===== config.mk =====
export PLATFORM = sky130hd
export DESIGN_NAME = mult_test_sequencer_flat
export DESIGN_NICKNAME = d
export VERILOG_FILES = /design/src/rtl/mult_test_sequencer_if.sv /design/src/rtl/mult_test_sequencer.sv /design/src/flat_wrapper.sv
export SDC_FILE = /design/constraint.sdc
export NUM_CORES = 1
export LEC_CHECK = 0
export BUFFER_PORTS_ARGS = -buffer_cell sky130_fd_sc_hd__buf_2
export CORE_AREA = 2 2 405 407
export CTS_CLUSTER_DIAMETER = 120
export DETAILED_ROUTE_END_ITERATION = 7
export DIE_AREA = 0 0 407 409
export PLACE_DENSITY = 0.31
export SLEW_MARGIN = 15
export SYNTH_ARGS = -nofsm -noshare
export SYNTH_HDL_FRONTEND = slang
export SYNTH_SLANG_ARGS = --single-unit

===== constraint.sdc =====
create_clock -name pll_clock -period 30.4 [get_ports pll_clock]
set_input_delay 0 -clock pll_clock [delete_from_list [all_inputs] [get_ports pll_clock]]
set_output_delay 0 -clock pll_clock [all_outputs]
set_load 0.005 [all_outputs]

===== src/rtl/mult_test_sequencer_if.sv =====
// Bus between the MSDF multiplier test sequencer and its harness
// (operand RAMs, multiplier under test, golden RAM, result RAM, control).
//
// Strobe semantics: rd_en and wr_en are single-cycle qualifiers with no
// back-pressure. rd_addr is meaningful only while rd_en=1, and
// wr_addr/wr_data only while wr_en=1. Every data word is consumed in the
// cycle it is qualified; no ready signal exists anywhere on this bus.
interface mult_test_sequencer_if #(
  parameter int ADDR_WIDTH = 9,
  parameter int IN_WIDTH   = 93,
  parameter int OUT_WIDTH  = 189,
  parameter int CNT_WIDTH  = 16
);
  // control
  logic                  start;
  logic                  stop;
  logic [1:0]            mode;
  logic [ADDR_WIDTH:0]   num_tests;
  // operand RAM side
  logic                  rd_en;
  logic [ADDR_WIDTH-1:0] rd_addr;
  logic [IN_WIDTH-1:0]   a_data;
  logic [IN_WIDTH-1:0]   b_data;
  // multiplier side
  logic [IN_WIDTH-1:0]   x_out;
  logic [IN_WIDTH-1:0]   y_out;
  logic [OUT_WIDTH-1:0]  p_in;
  // golden RAM side
  logic [ADDR_WIDTH-1:0] exp_rd_addr;
  logic [OUT_WIDTH-1:0]  exp_data;
  // result RAM side
  logic                  wr_en;
  logic [ADDR_WIDTH-1:0] wr_addr;
  logic [OUT_WIDTH-1:0]  wr_data;
  // status
  logic                  busy;
  logic                  done;
  logic [CNT_WIDTH-1:0]  err_count;
  logic [CNT_WIDTH-1:0]  pass_count;
  logic [ADDR_WIDTH-1:0] first_fail_addr;
  logic                  fail_seen;
  // debug: current FSM state (0 IDLE, 1 RUN, 2 DRAIN, 3 DONE)
  logic [1:0]            dbg_state;

  modport master (
    input  start, stop, mode, num_tests, a_data, b_data, p_in, exp_data,
    output rd_en, rd_addr, x_out, y_out, exp_rd_addr, wr_en, wr_addr,
           wr_data, busy, done, err_count, pass_count, first_fail_addr,
           fail_seen, dbg_state
  );

  modport slave (
    output start, stop, mode, num_tests, a_data, b_data, p_in, exp_data,
    input  rd_en, rd_addr, x_out, y_out, exp_rd_addr, wr_en, wr_addr,
           wr_data, busy, done, err_count, pass_count, first_fail_addr,
           fail_seen, dbg_state
  );
endinterface


===== src/rtl/mult_test_sequencer.sv =====
// Test sequencer for the MSDF multiplier harness: issues operand reads,
// registers multiplier inputs, carries each address down a delay line that
// matches the RAM + multiplier latency, writes products back at the matching
// address and optionally compares them against a golden RAM.
module mult_test_sequencer #(
  parameter int ADDR_WIDTH = 9,
  parameter int IN_WIDTH   = 93,
  parameter int OUT_WIDTH  = 189,
  parameter int LATENCY    = 18,
  parameter int RD_LAT     = 2,
  parameter int CNT_WIDTH  = 16
) (
  input logic                   pll_clock,
  input logic                   reset,
  mult_test_sequencer_if.master bus
);

  // Issue at cycle t sits in stage k during cycle t+1+k.
  localparam int TOTAL   = RD_LAT + LATENCY + 2;
  localparam int EXP_TAP = LATENCY;     // presents golden address at t+LATENCY+1
  localparam int CMP_TAP = TOTAL - 2;   // cycle in which p_in for the entry is registered

  localparam logic [1:0] S_IDLE  = 2'd0;
  localparam logic [1:0] S_RUN   = 2'd1;
  localparam logic [1:0] S_DRAIN = 2'd2;
  localparam logic [1:0] S_DONE  = 2'd3;

  localparam logic [ADDR_WIDTH:0]  IDX_ONE = 1;
  localparam logic [CNT_WIDTH-1:0] CNT_ONE = 1;

  logic [1:0]            state_q, state_d;
  logic                  start_q;
  logic [1:0]            mode_q;
  logic [ADDR_WIDTH:0]   n_q;
  logic [ADDR_WIDTH:0]   idx_q, idx_d;
  logic [CNT_WIDTH-1:0]  pass_q;
  logic [CNT_WIDTH-1:0]  err_q;
  logic                  fail_q;
  logic [ADDR_WIDTH-1:0] ffa_q;
  logic [IN_WIDTH-1:0]   x_q, y_q;
  logic [OUT_WIDTH-1:0]  wd_q;
  logic [TOTAL-1:0]      v_q;
  logic [ADDR_WIDTH-1:0] a_q [TOTAL];

  logic issue, accept, pass_end, last_idx, mismatch;

  // The index is one bit wider than the address so num_tests=2^ADDR_WIDTH
  // ends the pass without aliasing onto index 0.
  assign last_idx = ((idx_q + IDX_ONE) == n_q);
  assign mismatch = v_q[CMP_TAP] && (mode_q == 2'd2) && (bus.p_in != bus.exp_data);

  // Next-state logic: start-edge acceptance, issue stepping, loop wrap, drain detect.
  always_comb begin
    state_d  = state_q;
    idx_d    = idx_q;
    issue    = 1'b0;
    accept   = 1'b0;
    pass_end = 1'b0;
    case (state_q)
      S_IDLE: begin
        if (bus.start && !start_q) begin
          accept  = 1'b1;
          idx_d   = '0;
          state_d = (bus.num_tests == '0) ? S_DONE : S_RUN;
        end
      end
      S_RUN: begin
        issue = 1'b1;
        if (last_idx) begin
          pass_end = 1'b1;
          idx_d    = '0;
          if (!((mode_q == 2'd1) && !bus.stop)) state_d = S_DRAIN;
        end else begin
          idx_d = idx_q + IDX_ONE;
        end
      end
      S_DRAIN: begin
        // The final entry is in the last stage and nothing follows it.
        if (v_q[TOTAL-1] && (v_q[TOTAL-2:0] == '0)) state_d = S_DONE;
      end
      S_DONE: begin
        if (!bus.start) state_d = S_IDLE;
      end
      default: state_d = S_IDLE;
    endcase
  end

  // Control state, run latches, pass/error counters and first-fail capture.
  always_ff @(posedge pll_clock or posedge reset) begin
    if (reset) begin
      state_q <= S_IDLE;
      start_q <= 1'b0;
      mode_q  <= 2'd0;
      n_q     <= '0;
      idx_q   <= '0;
      pass_q  <= '0;
      err_q   <= '0;
      fail_q  <= 1'b0;
      ffa_q   <= '0;
    end else begin
      state_q <= state_d;
      start_q <= bus.start;
      idx_q   <= idx_d;
      if (accept) begin
        mode_q <= bus.mode;
        n_q    <= bus.num_tests;
        pass_q <= '0;
        err_q  <= '0;
        fail_q <= 1'b0;
        ffa_q  <= '0;
      end else begin
        if (pass_end) pass_q <= pass_q + CNT_ONE;
        if (mismatch) begin
          if (err_q != '1) err_q <= err_q + CNT_ONE;
          if (!fail_q) begin
            fail_q <= 1'b1;
            ffa_q  <= a_q[CMP_TAP];
          end
        end
      end
    end
  end

  // Address delay line; reset clears valid bits so a mid-run reset stops all writes.
  always_ff @(posedge pll_clock or posedge reset) begin
    if (reset) begin
      v_q <= '0;
      for (int i = 0; i < TOTAL; i++) a_q[i] <= '0;
    end else begin
      v_q    <= {v_q[TOTAL-2:0], issue};
      a_q[0] <= issue ? idx_q[ADDR_WIDTH-1:0] : '0;
      for (int i = 1; i < TOTAL; i++) a_q[i] <= a_q[i-1];
    end
  end

  // Free-running data path: multiplier input stage and result write register.
  always_ff @(posedge pll_clock or posedge reset) begin
    if (reset) begin
      x_q  <= '0;
      y_q  <= '0;
      wd_q <= '0;
    end else begin
      x_q  <= bus.a_data;
      y_q  <= bus.b_data;
      wd_q <= bus.p_in;
    end
  end

  assign bus.rd_en           = (state_q == S_RUN);
  assign bus.rd_addr         = idx_q[ADDR_WIDTH-1:0];
  assign bus.x_out           = x_q;
  assign bus.y_out           = y_q;
  assign bus.exp_rd_addr     = a_q[EXP_TAP];
  assign bus.wr_en           = v_q[TOTAL-1];
  assign bus.wr_addr         = a_q[TOTAL-1];
  assign bus.wr_data         = wd_q;
  assign bus.busy            = (state_q == S_RUN) || (state_q == S_DRAIN);
  assign bus.done            = (state_q == S_DONE);
  assign bus.err_count       = err_q;
  assign bus.pass_count      = pass_q;
  assign bus.first_fail_addr = ffa_q;
  assign bus.fail_seen       = fail_q;
  assign bus.dbg_state       = state_q;

endmodule

===== src/flat_wrapper.sv =====
// flat-port wrapper written by rule: the top's interface ports become plain ports
module mult_test_sequencer_flat 
#(
  parameter int ADDR_WIDTH = 9,
  parameter int IN_WIDTH   = 93,
  parameter int OUT_WIDTH  = 189,
  parameter int LATENCY    = 18,
  parameter int RD_LAT     = 2,
  parameter int CNT_WIDTH  = 16
)
  (pll_clock, reset, bus_start, bus_stop, bus_mode, bus_num_tests, bus_a_data, bus_b_data, bus_p_in, bus_exp_data, bus_rd_en, bus_rd_addr, bus_x_out, bus_y_out, bus_exp_rd_addr, bus_wr_en, bus_wr_addr, bus_wr_data, bus_busy, bus_done, bus_err_count, bus_pass_count, bus_first_fail_addr, bus_fail_seen, bus_dbg_state);
  mult_test_sequencer_if #(.ADDR_WIDTH(ADDR_WIDTH), .IN_WIDTH(IN_WIDTH), .OUT_WIDTH(OUT_WIDTH), .CNT_WIDTH(CNT_WIDTH)) bus_i ();
  input logic pll_clock;
  input logic reset;
  input wire logic [$bits(bus_i.start)-1:0] bus_start;
  input wire logic [$bits(bus_i.stop)-1:0] bus_stop;
  input wire logic [$bits(bus_i.mode)-1:0] bus_mode;
  input wire logic [$bits(bus_i.num_tests)-1:0] bus_num_tests;
  input wire logic [$bits(bus_i.a_data)-1:0] bus_a_data;
  input wire logic [$bits(bus_i.b_data)-1:0] bus_b_data;
  input wire logic [$bits(bus_i.p_in)-1:0] bus_p_in;
  input wire logic [$bits(bus_i.exp_data)-1:0] bus_exp_data;
  output wire logic [$bits(bus_i.rd_en)-1:0] bus_rd_en;
  output wire logic [$bits(bus_i.rd_addr)-1:0] bus_rd_addr;
  output wire logic [$bits(bus_i.x_out)-1:0] bus_x_out;
  output wire logic [$bits(bus_i.y_out)-1:0] bus_y_out;
  output wire logic [$bits(bus_i.exp_rd_addr)-1:0] bus_exp_rd_addr;
  output wire logic [$bits(bus_i.wr_en)-1:0] bus_wr_en;
  output wire logic [$bits(bus_i.wr_addr)-1:0] bus_wr_addr;
  output wire logic [$bits(bus_i.wr_data)-1:0] bus_wr_data;
  output wire logic [$bits(bus_i.busy)-1:0] bus_busy;
  output wire logic [$bits(bus_i.done)-1:0] bus_done;
  output wire logic [$bits(bus_i.err_count)-1:0] bus_err_count;
  output wire logic [$bits(bus_i.pass_count)-1:0] bus_pass_count;
  output wire logic [$bits(bus_i.first_fail_addr)-1:0] bus_first_fail_addr;
  output wire logic [$bits(bus_i.fail_seen)-1:0] bus_fail_seen;
  output wire logic [$bits(bus_i.dbg_state)-1:0] bus_dbg_state;
  assign bus_i.start = bus_start;
  assign bus_i.stop = bus_stop;
  assign bus_i.mode = bus_mode;
  assign bus_i.num_tests = bus_num_tests;
  assign bus_i.a_data = bus_a_data;
  assign bus_i.b_data = bus_b_data;
  assign bus_i.p_in = bus_p_in;
  assign bus_i.exp_data = bus_exp_data;
  assign bus_rd_en = bus_i.rd_en;
  assign bus_rd_addr = bus_i.rd_addr;
  assign bus_x_out = bus_i.x_out;
  assign bus_y_out = bus_i.y_out;
  assign bus_exp_rd_addr = bus_i.exp_rd_addr;
  assign bus_wr_en = bus_i.wr_en;
  assign bus_wr_addr = bus_i.wr_addr;
  assign bus_wr_data = bus_i.wr_data;
  assign bus_busy = bus_i.busy;
  assign bus_done = bus_i.done;
  assign bus_err_count = bus_i.err_count;
  assign bus_pass_count = bus_i.pass_count;
  assign bus_first_fail_addr = bus_i.first_fail_addr;
  assign bus_fail_seen = bus_i.fail_seen;
  assign bus_dbg_state = bus_i.dbg_state;
  mult_test_sequencer #(.ADDR_WIDTH(ADDR_WIDTH), .IN_WIDTH(IN_WIDTH), .OUT_WIDTH(OUT_WIDTH), .LATENCY(LATENCY), .RD_LAT(RD_LAT), .CNT_WIDTH(CNT_WIDTH)) u_core (.pll_clock(pll_clock), .reset(reset), .bus(bus_i));
endmodule

==> reports/metrics.json, run 1 <==
{
  "timing.max_slew.rel_slack_pct": 34.09,
  "layout.nets": 3714,
  "top_level_ports": 1030,
  "cts_inserted_buffers": 84,
  "ant_nets": 0,
  "final_max_slew_viol_count": 0,
  "routed_wire_length_per_instance_um": 25.47,
  "via_per_inst": 3.325,
  "worst-slew-pin-transition_ns": 0.9887,
  "initial_core_util_pct": 12.94,
  "final_core_utilization_pct": 24.06,
  "leakagePower_nw": 18.63,
  "cp_cell_sequence": "dlygate4sd3_1 -> buf_2 -> dlygate4sd3_1 -> inv_8 -> buf_4 -> buf_4 -> buf_4 -> buf_4",
  "finalCriticalPeriod_ns": 3.923,
  "synth_seq_cells": 662,
  "route.final.wire_length_mm": 137.5,
  "fmaxAchievable_mhz": 254.9,
  "cts-root-buf": "sky130_fd_sc_hd__clkbuf_16",
  "layout_skew_ns": 0.06423,
  "layout-area-overhead-vs-synth_pct": 85.93,
  "vias": 17950,
  "floorplan.rows": 148,
  "ys_top_cells_by_area": "sky130_fd_sc_hd__dfrtp_1 (79%), sky130_fd_sc_hd__xor2_1 (4.5%), sky130_fd_sc_hd__xnor2_1 (3.6%)",
  "cap_viol_max_count": 0,
  "timing.final.crit_share_pct": 12.91,
  "post-route-drc-count": 0,
  "h-tree-depth": 3,
  "drive_gt1_share_pct": 37.79,
  "clk_transition_reported_paths_ns": 0.06,
  "postSynth.topFlopCell": "sky130_fd_sc_hd__dfrtp_1",
  "dp_hpwl_mm": 110.5,
  "fillers": 17470,
  "avgSynthCellArea_um2": 15.82,
  "cp.buffers_inverters": 8,
  "synth_top_area_cell": "sky130_fd_sc_hd__dfrtp_1",
  "crit_family": "buffers and inverters",
  "warnings_from_yosys": 0,
  "routabilityCongestion": 0.9003,
  "worst_path_most_repeated_cell": "sky130_fd_sc_hd__buf_4",
  "tns_ns": 0,
  "netlist_instances": 1325,
  "hold_buffers": 720,
  "critPathKind": "input port to asynchronous set/reset pin",
  "critical_path.startpoint_type": "input port",
  "yosysTopAreaCellShare_pct": 79.02,
  "synth_seq_area_share_pct": 79.02,
  "synth_enable_flop_cells": 0,
  "io_buffer_count": 1029,
  "ys_async_sr_fraction_pct": 100.0,
  "run_status": "finished, final reports clean",
  "max-vdd-ir-drop_uv": 38.82,
  "grt_start_max_net_pins": 112,
  "hold_class": "input port to register",
  "synth.cell_area_um2": 20970,
  "initial_antenna_violation_count": 43,
  "critical_path.max_fanout": 111,
  "critical_path.max_stage_delay_ns": 0.70,
  "post_synth_num_cell_types": 54,
  "groute.usage.overall_pct": 16.17,
  "die_x_um": 407,
  "clock_tree_from_tritoncts": "done",
  "grt_setup_unrepaired": "false",
  "post_cts_resize_count": 0,
  "postCtsSetupRepairBufs": 0,
  "gr-total-overflow": 0,
  "synth.net_count": 1912,
  "initialDrtViolationCount": 954,
  "cts.sink_count": 662,
  "worstSkewPairLatency_ns": 0.71,
  "critical_path.endpoint_type": "asynchronous set/reset pin",
  "required_ns": 31.13,
  "critical-path-slowest-cell": "sky130_fd_sc_hd__buf_4",
  "design.die.area_um2": 166500,
  "die-height_um": 409,
  "clockBufferDepth": 3,
  "first_global_vias": 19570,
  "critPathArrivalTime_ns": 4.66,
  "pwr_density_cell_nw_per_um2": 62.68,
  "grt_pass1_wl_mm": 179.0,
  "finalHoldViolations": 0,
  "core_area_um2": 162000,
  "setup-violations-final": 0,
  "drt-pass1-iter-count": 5
}
area by class of cell:
type                       count  area (um^2)  area share (%)
antenna                       25        62.56          0.1605
clock buffer                 120         2447           6.278
clock inverter                36        599.3           1.537
inverter                      38        150.1          0.3852
multi-input combinational    577         3965           10.17
sequential                   662        16570           42.50
tap                         2175         2721           6.981
timing repair buffer        1764        12470           31.99
where the power goes:
group	internal (mW)	switching (mW)	leakage [nW]
clock network	0.654	0.435	1.47
registers	0.951	0.0513	8.32
logic	0.166	0.186	8.83
total	1.77	0.672	18.6
worst reg2reg max path, stage by stage, from the launching register on:
cell                       delay [ns]
sky130_fd_sc_hd__dfrtp_1         0.61
sky130_fd_sc_hd__ha_1            0.43
sky130_fd_sc_hd__a21oi_1         0.13
sky130_fd_sc_hd__mux2i_1         0.16
sky130_fd_sc_hd__nor2_1          0.06
sky130_fd_sc_hd__o31ai_1         0.55
sky130_fd_sc_hd__o31a_1          0.60
sky130_fd_sc_hd__nand2b_1        0.35
sky130_fd_sc_hd__or3_1           0.38
sky130_fd_sc_hd__o21ai_0         0.09
cells by family (layout without fill, tap and decap cells):
| group | after synthesis | in the layout | share of synthesized area, % |
|---|---|---|---|
| simple gates | 282 | 282 | 6.971 |
| flops | 662 | 662 | 79.02 |
| xor+xnor | 193 | 193 | 8.128 |
| buf+inv | 86 | 1958 | 2.083 |
| other cells | 0 | 25 | 0 |
| mux | 7 | 7 | 0.3342 |
| fa+ha+maj | 7 | 7 | 0.4177 |
| compound gates | 88 | 88 | 3.050 |
Yosys cell counts (2+ instances only):
library cell / n
sky130_fd_sc_hd__a22oi_1: 3
sky130_fd_sc_hd__and2_1: 6
sky130_fd_sc_hd__mux2i_1: 7
sky130_fd_sc_hd__o2bb2ai_1: 8
sky130_fd_sc_hd__a21oi_1: 16
sky130_fd_sc_hd__buf_2: 4
sky130_fd_sc_hd__nor4b_1: 2
sky130_fd_sc_hd__nand2_1: 78
sky130_fd_sc_hd__nand2b_1: 8
sky130_fd_sc_hd__or3_1: 7
sky130_fd_sc_hd__nor2_1: 50
sky130_fd_sc_hd__xnor2_1: 85
sky130_fd_sc_hd__nor2b_1: 2
sky130_fd_sc_hd__nand3_1: 17
sky130_fd_sc_hd__buf_4: 27
sky130_fd_sc_hd__and3_1: 17
sky130_fd_sc_hd__xor2_1: 107
sky130_fd_sc_hd__o221ai_1: 2
sky130_fd_sc_hd__nor3_1: 5
sky130_fd_sc_hd__inv_1: 38
sky130_fd_sc_hd__clkbuf_1: 16
sky130_fd_sc_hd__a31oi_1: 4
sky130_fd_sc_hd__o31ai_1: 2
sky130_fd_sc_hd__a41o_1: 2
sky130_fd_sc_hd__o31a_1: 2
sky130_fd_sc_hd__o311ai_0: 4
sky130_fd_sc_hd__or4_1: 3
sky130_fd_sc_hd__o21ai_0: 11
sky130_fd_sc_hd__nor4_1: 35
sky130_fd_sc_hd__o22ai_1: 9
sky130_fd_sc_hd__a31o_2: 10
sky130_fd_sc_hd__or2_2: 3
sky130_fd_sc_hd__nand4_1: 43
sky130_fd_sc_hd__dfrtp_1: 662
sky130_fd_sc_hd__a22o_1: 4
sky130_fd_sc_hd__o41ai_1: 2
sky130_fd_sc_hd__ha_1: 7
path summary, 6_finish.rpt:
| check | start | to | slack, ns | depth (start not counted) |
|---|---|---|---|---|
| max in group pll_clock | bus_p_in[115] | u_core.bus.err_count[7] | 26.59 | 10 |
| hold reg to reg | u_core.a_q[39] | u_core.bus.exp_rd_addr[3] | 0.30 | 0 |
| setup reg to reg | u_core.idx_q[0] | u_core.idx_q[4] | 26.96 | 9 |
| min in group asynchronous | reset | u_core.bus.x_out[66] | 0.57 | 4 |
| setup / recovery | reset | u_core.bus.wr_data[30] | 26.48 | 8 |
| hold / removal | bus_b_data[84] | u_core.bus.y_out[84] | 0.05 | 2 |
through the flow:
step,total power [mW],area (um^2),cells,setup WS [ns],hold slack (ns)
floorplan,1.113,20970,1325,11.85,0.03143
global placement,1.301,28670,4496,26.31,0.1083
detailed placement,1.299,28670,4496,26.31,0.1094
CTS,2.498,38920,5372,26.32,0.0003277
global route,2.564,38940,5381,25.89,0.02716
finish,2.443,38980,5397,26.48,0.04530
cell usage in the layout (no fill, tap or decap), types with 16 or more instances in the layout:
master / Yosys / final
sky130_fd_sc_hd__a21oi_1: 16 / 16
sky130_fd_sc_hd__and3_1: 17 / 17
sky130_fd_sc_hd__xor2_1: 107 / 107
sky130_fd_sc_hd__nor2_1: 50 / 49
sky130_fd_sc_hd__inv_1: 38 / 37
sky130_fd_sc_hd__dlygate4sd3_1: 0 / 720
sky130_fd_sc_hd__nand3_1: 17 / 17
sky130_fd_sc_hd__nand2_1: 78 / 78
sky130_fd_sc_hd__nand4_1: 43 / 43
sky130_fd_sc_hd__clkbuf_16: 0 / 84
sky130_fd_sc_hd__clkbuf_8: 0 / 21
sky130_fd_sc_hd__xnor2_1: 85 / 85
sky130_fd_sc_hd__dfrtp_1: 662 / 662
sky130_fd_sc_hd__buf_2: 4 / 1029
sky130_fd_sc_hd__nor4_1: 35 / 35
sky130_fd_sc_hd__diode_2: 0 / 25
state kept, by name, indices dropped and copies added (netlist names):
register                    cells
u_core.bus.wr_data            189
u_core.a_q                    180
u_core.bus.x_out               93
u_core.bus.y_out               93
u_core.v_q                     22
u_core.bus.err_count           16
u_core.bus.pass_count          16
u_core.idx_q                   10
u_core.n_q                     10
u_core.bus.exp_rd_addr          9
u_core.bus.first_fail_addr      9
u_core.bus.wr_addr              9
u_core.bus.dbg_state            2
u_core.mode_q                   2
u_core.bus.fail_seen            1
u_core.start_q                  1
routing by layer:
metal  GRT usage (%)  share of wire, %
met5               0             0.030
met4           8.602               5.4
met3           4.319               7.0
met2           27.11                48
met1           18.69                39
Power figures use the tool's default switching activity.
==> run 2: changes to the inputs <==
clock period = 4.1 ns   (was 30.4 ns; I/O delays follow)
==> run 2 against run 1 <==
Against the previous run:
- total power increased to 7.3 times the previous value
- combinational power rose to 7.4 times the previous value
- setup slack worse by 26 ns
- register-to-register slack got worse by 26 ns
- clock power grew to 7.2 times the previous value
- cell area decreased by 0.13%
- non-clock buffer count up 3
- critical endpoint is now u_core.bus.err_count[3]
==> reports/metrics.json, run 2 (synthesized netlist as in run 1, its figures left out) <==
{
  "final_max_slew_viol_count": 0,
  "critical_path.endpoint_type": "register",
  "drive_gt1_share_pct": 38.33,
  "worst_setup_path_startpoint": "bus_p_in[146]",
  "h-tree-depth": 3,
  "final_cell_mix": "sky130_fd_sc_hd__buf_2 (1029), sky130_fd_sc_hd__dlygate4sd3_1 (706), sky130_fd_sc_hd__dfrtp_1 (662), sky130_fd_sc_hd__xor2_1 (107), sky130_fd_sc_hd__clkbuf_16 (89)",
  "timing.max_slew.rel_slack_pct": 40.46,
  "route.final.wire_length_mm": 133.1,
  "final.hold.worst_slack_ns": 0.06097,
  "combPwrFrac_pct": 14.5,
  "whs_endpoint": "u_core.bus.wr_data[87]",
  "io_buffer_count": 1029,
  "max-vdd-ir-drop_uv": 307.9,
  "critical_path.max_fanout": 17,
  "clk_transition_reported_paths_ns": 0.06,
  "commonest_non_fill_non_tap_cell_in_the_layout": "sky130_fd_sc_hd__buf_2",
  "floorplan.rows": 148,
  "post-route-drc-count": 0,
  "top_level_ports": 1030,
  "internal_power_mw": 13.01,
  "pwr_density_cell_nw_per_um2": 460.2,
  "routed_wire_length_per_instance_um": 24.67,
  "setup-violations-final": 0,
  "via_per_inst": 3.310,
  "finalCriticalPeriod_ns": 3.188,
  "die_x_um": 407,
  "min-delay-start": "bus_p_in[87]",
  "register_to_register_setup_slack_ns": 1.01,
  "routabilityCongestion": 0.8969,
  "first_global_vias": 19820,
  "critPathKind": "input port to register",
  "vias": 17860,
  "initial_core_util_pct": 12.94,
  "core_area_um2": 162000,
  "power_switching_share_pct": 27.40,
  "largest_register_ffs": 189,
  "critical_path.startpoint_type": "input port",
  "placed_cells": 4513,
  "p_sw_mw": 4.910,
  "multiInputGateArea_um2": 3965,
  "worstSkewPairLatency_ns": 0.68,
  "fmaxAchievable_mhz": 313.7,
  "cts.sink_count": 662,
  "initial_antenna_violation_count": 54,
  "pwr-share-clk_pct": 44.0,
  "p_seq_share_pct": 41.4,
  "grt_pass1_wl_mm": 174.5,
  "hold_class": "input port to register",
  "timing.final.crit_share_pct": 77.76,
  "grt_start_max_net_pins": 93,
  "groute.usage.overall_pct": 15.61,
  "gr-total-overflow": 0,
  "timing.final.ws_setup_ns": 0.9119,
  "grt_setup_unrepaired": "false",
  "run_status": "finished, final reports clean",
  "layout-area-overhead-vs-synth_pct": 85.69,
  "cap_viol_max_count": 0,
  "finalHoldViolations": 0,
  "drt-pass1-iter-count": 4,
  "design.die.area_um2": 166500,
  "fillers": 17380,
  "layout.nets": 3719,
  "critPathArrivalTime_ns": 3.73,
  "clock_tree_from_tritoncts": "done",
  "layout_skew_ns": 0.03123,
  "timing.rr.end": "u_core.idx_q[6]",
  "ff_latch_area_um2": 16570,
  "required_ns": 4.64,
  "cts_inserted_buffers": 86,
  "worst-slew-pin-transition_ns": 0.8867,
  "reg2reg_depth": 8,
  "cts-root-buf": "sky130_fd_sc_hd__clkbuf_16",
  "initialDrtViolationCount": 820,
  "ant_nets": 0,
  "clockBufferDepth": 3,
  "timing.rr.start": "u_core.idx_q[0]",
  "finish.cell_count_without_fillers": 5395,
  "dp_worst_setup_slack_ns": 0.5665,
  "leakagePower_nw": 18.64,
  "tns_ns": 0,
  "dp_hpwl_mm": 106.9,
  "die-height_um": 409,
  "hold_path_depth": 2
}
-- run 2: cell types whose count changed in the layout (fill, tap and decap cells not counted), moves of 3 or more --
| cell | delta |
|---|---|
| sky130_fd_sc_hd__buf_12 | +5 |
| sky130_fd_sc_hd__buf_4 | +12 |
| sky130_fd_sc_hd__bufinv_16 | -5 |
| sky130_fd_sc_hd__clkbuf_16 | +5 |
| sky130_fd_sc_hd__clkinv_16 | -3 |
| sky130_fd_sc_hd__diode_2 | -6 |
| sky130_fd_sc_hd__dlygate4sd3_1 | -14 |
-- run 2: power by group through the flow --
stage / combinational [mW] / sequential, mW / clock (mW)
3_3_place_gp: 2.11 / 7.54 / 0
4_1_cts: 2.68 / 7.42 / 8.23
3_5_place_dp: 2.09 / 7.53 / 0
2_1_floorplan: 0.812 / 7.44 / 0
5_1_grt: 2.86 / 7.49 / 8.49
6_report: 2.61 / 7.42 / 7.89
-- run 2: per-stage QoR --
stage          util (%)  area, um^2  power [mW]
3_5_place_dp      17.81       28850       9.620
3_3_place_gp      17.81       28850       9.645
5_1_grt           24.01       38910       18.83
2_1_floorplan         -       20970       8.256
4_1_cts           24.00       38880       18.33
6_report          24.03       38930       17.92
-- run 2: timing repair --
| action | 4_1_cts | 5_1_grt |
|---|---|---|
| endpoints found under the hold margin | 483 | 0 |
| buffers inserted | 0 | 0 |
| gates resized for setup | 0 | 0 |
| hold buffers | 706 | 0 |
-- run 2: how the worst max path moves through the flow --
stage / depth (start not counted) / endpoint
2_1_floorplan: 1 / u_core.a_q[100]
3_3_place_gp: 11 / u_core.bus.err_count[6]
3_5_place_dp: 11 / u_core.bus.err_count[3]
4_1_cts: 12 / u_core.bus.err_count[3]
5_1_grt: 12 / u_core.bus.err_count[7]
6_report: 12 / u_core.bus.err_count[3]
-- run 2: worst max-delay path: stages --
cell	delay [ns]
sky130_fd_sc_hd__dlygate4sd3_1	0.55
sky130_fd_sc_hd__buf_2	0.15
sky130_fd_sc_hd__xor2_1	0.14
sky130_fd_sc_hd__nor4_1	0.44
sky130_fd_sc_hd__buf_4	0.21
sky130_fd_sc_hd__nand4_1	0.10
sky130_fd_sc_hd__nor4_1	0.63
sky130_fd_sc_hd__buf_4	0.26
sky130_fd_sc_hd__nand3_1	0.15
sky130_fd_sc_hd__or3_1	0.67
sky130_fd_sc_hd__and3_1	0.30
sky130_fd_sc_hd__mux2i_1	0.11
-- run 2: cell type report --
cell class              instances  area share, %
diodes                         19         0.1221
flip-flops and latches        662          42.55
clock buffers                 125          6.634
clock inverters                32         0.9803
inverters                      38         0.3760
multi-input cells             577          10.19
well taps                    2175          6.990
repair buffers               1767          32.16
-- run 2: metal layers --
layer	up-vias	global-route usage [%]	wire length, um
li1	8053	-	-
met1	8849	18.30	53290
met2	745	26.32	63570
met3	211	3.979	8686
met4	2	7.695	7563
met5	-	0	13
==> run 3: changes to the inputs <==
ABC_AREA = 1   (was default)
CORE_AREA = 2 2 403 405   (was 2 2 405 407)
DIE_AREA = 0 0 405 407   (was 0 0 407 409)
PLACE_DENSITY = 0.32   (was 0.31)
clock period = 3.15 ns   (was 4.1 ns; I/O delays follow)
==> run 3 against run 2 <==
Against the previous run:
- sequential power increased by 30%
- clock-buffer cell count shrank 18
- first-iteration DRC count increased by 14%
- total power rose by 32%
- worst hold slack better by 0.0087 ns
- global-route usage fell by 0.88 points
- wire length shrank 7.0%
- sequential share of layout area shrank 1.4 points
- cell count up 7.1%
- largest cell class unchanged
- critical endpoint is now u_core.bus.first_fail_addr[5]
- setup slack worse by 0.31 ns
==> reports/metrics.json, run 3 <==
{
  "cp.buffers_inverters": 2,
  "initialDrtViolationCount": 936,
  "setup-violations-final": 0,
  "synth_top_area_cell": "sky130_fd_sc_hd__dfrtp_1",
  "worst-slew-pin-transition_ns": 0.8189,
  "max-vdd-ir-drop_uv": 436.9,
  "ys_top_cells_by_area": "sky130_fd_sc_hd__dfrtp_1 (75%), sky130_fd_sc_hd__nand2_1 (6.9%), sky130_fd_sc_hd__xnor2_1 (6.0%)",
  "cp_cell_sequence": "dlygate4sd3_1 -> buf_2 -> xnor2_1 -> nand2_1 -> nor2_1 -> nand2_1 -> nor2_1 -> nand2_1 -> nor2_1 -> nand3_1 -> nand3_1 -> nand2_1 -> nand2_1 -> nand2_1",
  "cts-root-buf": "sky130_fd_sc_hd__clkbuf_16",
  "run_status": "finished, final reports clean",
  "die_x_um": 405,
  "worst_path_most_repeated_cell": "sky130_fd_sc_hd__nand2_1",
  "largest_register_ffs": 189,
  "grt_pass1_wl_mm": 167.0,
  "layout_skew_ns": 0.03988,
  "h-tree-depth": 3,
  "critical_path.max_fanout": 9,
  "tns_ns": 0,
  "clockBufferDepth": 3,
  "grt_start_max_net_pins": 143,
  "gr-total-overflow": 0,
  "reg2reg_depth": 12,
  "timing.final.crit_share_pct": 80.75,
  "crit_family": "simple AND/OR/NAND/NOR gates",
  "cts.sink_count": 662,
  "required_ns": 3.72,
  "drive_gt1_share_pct": 34.11,
  "io_buffer_count": 1029,
  "leakagePower_nw": 19.83,
  "grt_setup_unrepaired": "false",
  "combPwrFrac_pct": 15.2,
  "cap_viol_max_count": 0,
  "initial_antenna_violation_count": 18,
  "ant_nets": 0,
  "critPathArrivalTime_ns": 3.12,
  "via_per_inst": 3.282,
  "critPathKind": "input port to register",
  "hold_path_depth": 2,
  "floorplan.rows": 147,
  "ff_latch_area_um2": 16570,
  "yosysTopAreaCellShare_pct": 75.25,
  "core_area_um2": 160200,
  "route.final.wire_length_mm": 123.8,
  "design.die.area_um2": 164800,
  "ys_async_sr_fraction_pct": 100.0,
  "hold_class": "input port to register",
  "initial_core_util_pct": 13.74,
  "critical-path-slowest-cell": "sky130_fd_sc_hd__dlygate4sd3_1",
  "yosys.cell_count.top_type": "sky130_fd_sc_hd__dfrtp_1",
  "postCtsSetupRepairBufs": 0,
  "final_cell_mix": "sky130_fd_sc_hd__buf_2 (1029), sky130_fd_sc_hd__dlygate4sd3_1 (732), sky130_fd_sc_hd__dfrtp_1 (662), sky130_fd_sc_hd__nand2_1 (404), sky130_fd_sc_hd__xnor2_1 (151)",
  "critical_path.startpoint_type": "input port",
  "vias": 18970,
  "post_synth_num_cell_types": 36,
  "synth.cell_area_um2": 22010,
  "fillers": 17240,
  "netlist_instances": 1709,
  "power_switching_share_pct": 27.78,
  "warnings_from_yosys": 0,
  "pwr_density_cell_nw_per_um2": 589.8,
  "synth.net_count": 2296,
  "commonest_non_fill_non_tap_cell_in_the_layout": "sky130_fd_sc_hd__buf_2",
  "finalHoldViolations": 0,
  "pwr-share-clk_pct": 44.2,
  "top_level_ports": 1030,
  "worst-path-stages": 14,
  "internal_power_mw": 17.14,
  "drt-pass1-iter-count": 4,
  "layout.nets": 4125,
  "postSynth.topFlopCell": "sky130_fd_sc_hd__dfrtp_1",
  "groute.usage.overall_pct": 14.74,
  "synth_seq_area_share_pct": 75.25,
  "cts_inserted_buffers": 85,
  "p_seq_share_pct": 40.5,
  "clk_transition_reported_paths_ns": 0.06,
  "layout-area-overhead-vs-synth_pct": 82.82,
  "final_core_utilization_pct": 25.12,
  "worstSkewPairLatency_ns": 0.68,
  "multiInputGateArea_um2": 4578,
  "fmaxAchievable_mhz": 393.1,
  "die-height_um": 407,
  "routabilityCongestion": 0.8877,
  "dp_hpwl_mm": 99.47,
  "timing.max_slew.rel_slack_pct": 45.41,
  "first_global_vias": 20750,
  "routed_wire_length_per_instance_um": 21.41,
  "critical_path.max_stage_delay_ns": 0.53,
  "clock_tree_from_tritoncts": "done",
  "final_max_slew_viol_count": 0,
  "synth_seq_cells": 662,
  "p_sw_mw": 6.594,
  "post-route-drc-count": 0,
  "synth_enable_flop_cells": 0,
  "yosys-top-cells-count": "sky130_fd_sc_hd__dfrtp_1 (662), sky130_fd_sc_hd__nand2_1 (404), sky130_fd_sc_hd__xnor2_1 (151)",
  "finalCriticalPeriod_ns": 2.544,
  "avgSynthCellArea_um2": 12.88,
  "critical_path.endpoint_type": "register"
}
==> run 3: cell count changes after synthesis, moves of 10 or more <==
cell,previous run,this run
sky130_fd_sc_hd__a21oi_1,16,2
sky130_fd_sc_hd__nand3_1,17,76
sky130_fd_sc_hd__nand2_1,78,404
sky130_fd_sc_hd__nor4_1,35,9
sky130_fd_sc_hd__xor2_1,107,32
sky130_fd_sc_hd__a31o_2,10,0
sky130_fd_sc_hd__xnor2_1,85,151
sky130_fd_sc_hd__inv_1,38,147
sky130_fd_sc_hd__nor2_1,50,103
sky130_fd_sc_hd__nand4_1,43,8
sky130_fd_sc_hd__and3_1,17,0
==> run 3: metrics by stage <==
step | setup slack [ns] | power [mW] | hold slack, ns | instance area, um^2 | instances
floorplan | -5.900 | 10.96 | 0.03143 | 22020 | 1709
global placement | 0.1599 | 12.75 | 0.1039 | 29870 | 4879
detailed placement | 0.1203 | 12.74 | 0.09711 | 29870 | 4879
CTS | 0.3798 | 24.28 | 0.0003781 | 40220 | 5769
global route | 0.2528 | 25.04 | 0.006309 | 40240 | 5775
finish | 0.6064 | 23.74 | 0.06966 | 40250 | 5780
==> run 3: cell families (layout without fill, tap and decap cells) <==
kind of cell,Yosys count,after routing,synth area share (%)
flops,662,662,75.25
simple gates,635,635,12.31
buf+inv,196,2096,3.984
xor+xnor,184,184,7.383
compound gates,25,25,0.6763
fa+ha+maj,7,7,0.3978
other cells,0,11,0
==> run 3: layout make-up <==
type / instances / area share [%]
inverter: 150 / 1.408
clock inverter: 51 / 1.732
clock buffer: 107 / 5.791
tap: 2160 / 6.715
timing repair buffer: 1788 / 31.75
antenna: 11 / 0.06839
sequential: 662 / 41.16
multi-input combinational: 851 / 11.37
==> run 3: timing repair <==
action	4_1_cts	5_1_grt
hold buffers	732	0
endpoints found under the hold margin	785	0
gates resized for setup	0	0
==> run 3: power groups by stage <==
stage / logic (mW) / registers [mW] / clock network (mW)
finish: 3.62 / 9.62 / 10.5
global route: 4.04 / 9.72 / 11.3
CTS: 3.73 / 9.63 / 10.9
detailed placement: 2.97 / 9.77 / 0
global placement: 2.97 / 9.78 / 0
floorplan: 1.28 / 9.68 / 0
==> run 3: final timing paths <==
check,from,endpoint,slack [ns]
max in group asynchronous,reset,u_core.bus.x_out[73],1.50
setup reg to reg,u_core.idx_q[0],u_core.bus.dbg_state[0],0.70
min in group asynchronous,reset,u_core.bus.pass_count[15],0.50
hold reg to reg,u_core.a_q[40],u_core.bus.exp_rd_addr[4],0.32
hold / removal,bus_b_data[3],u_core.bus.y_out[3],0.07
setup / recovery,bus_p_in[102],u_core.bus.first_fail_addr[5],0.61
==> run 3: worst reg2reg max path, stage by stage, from the launching register on <==
cell                      delay [ns]
sky130_fd_sc_hd__dfrtp_1        0.53
sky130_fd_sc_hd__ha_1           0.23
sky130_fd_sc_hd__nand2_1        0.09
sky130_fd_sc_hd__nor2_1         0.17
sky130_fd_sc_hd__xor2_1         0.26
sky130_fd_sc_hd__xnor2_1        0.15
sky130_fd_sc_hd__nand2_1        0.10
sky130_fd_sc_hd__nor2_4         0.17
sky130_fd_sc_hd__nand3_4        0.13
sky130_fd_sc_hd__nand2_2        0.27
sky130_fd_sc_hd__nand2_1        0.12
sky130_fd_sc_hd__nand2_1        0.08
sky130_fd_sc_hd__nand2_1        0.04
==> run 3: routing by layer <==
layer  part of all wire (%)  vias to the layer above  track usage [%]
met5                  0.022                        -                0
met4                    3.9                        4            6.350
met3                     11                      155            6.701
met2                     47                      633            23.71
met1                     39                     9262            16.80
li1                       -                     8918                -
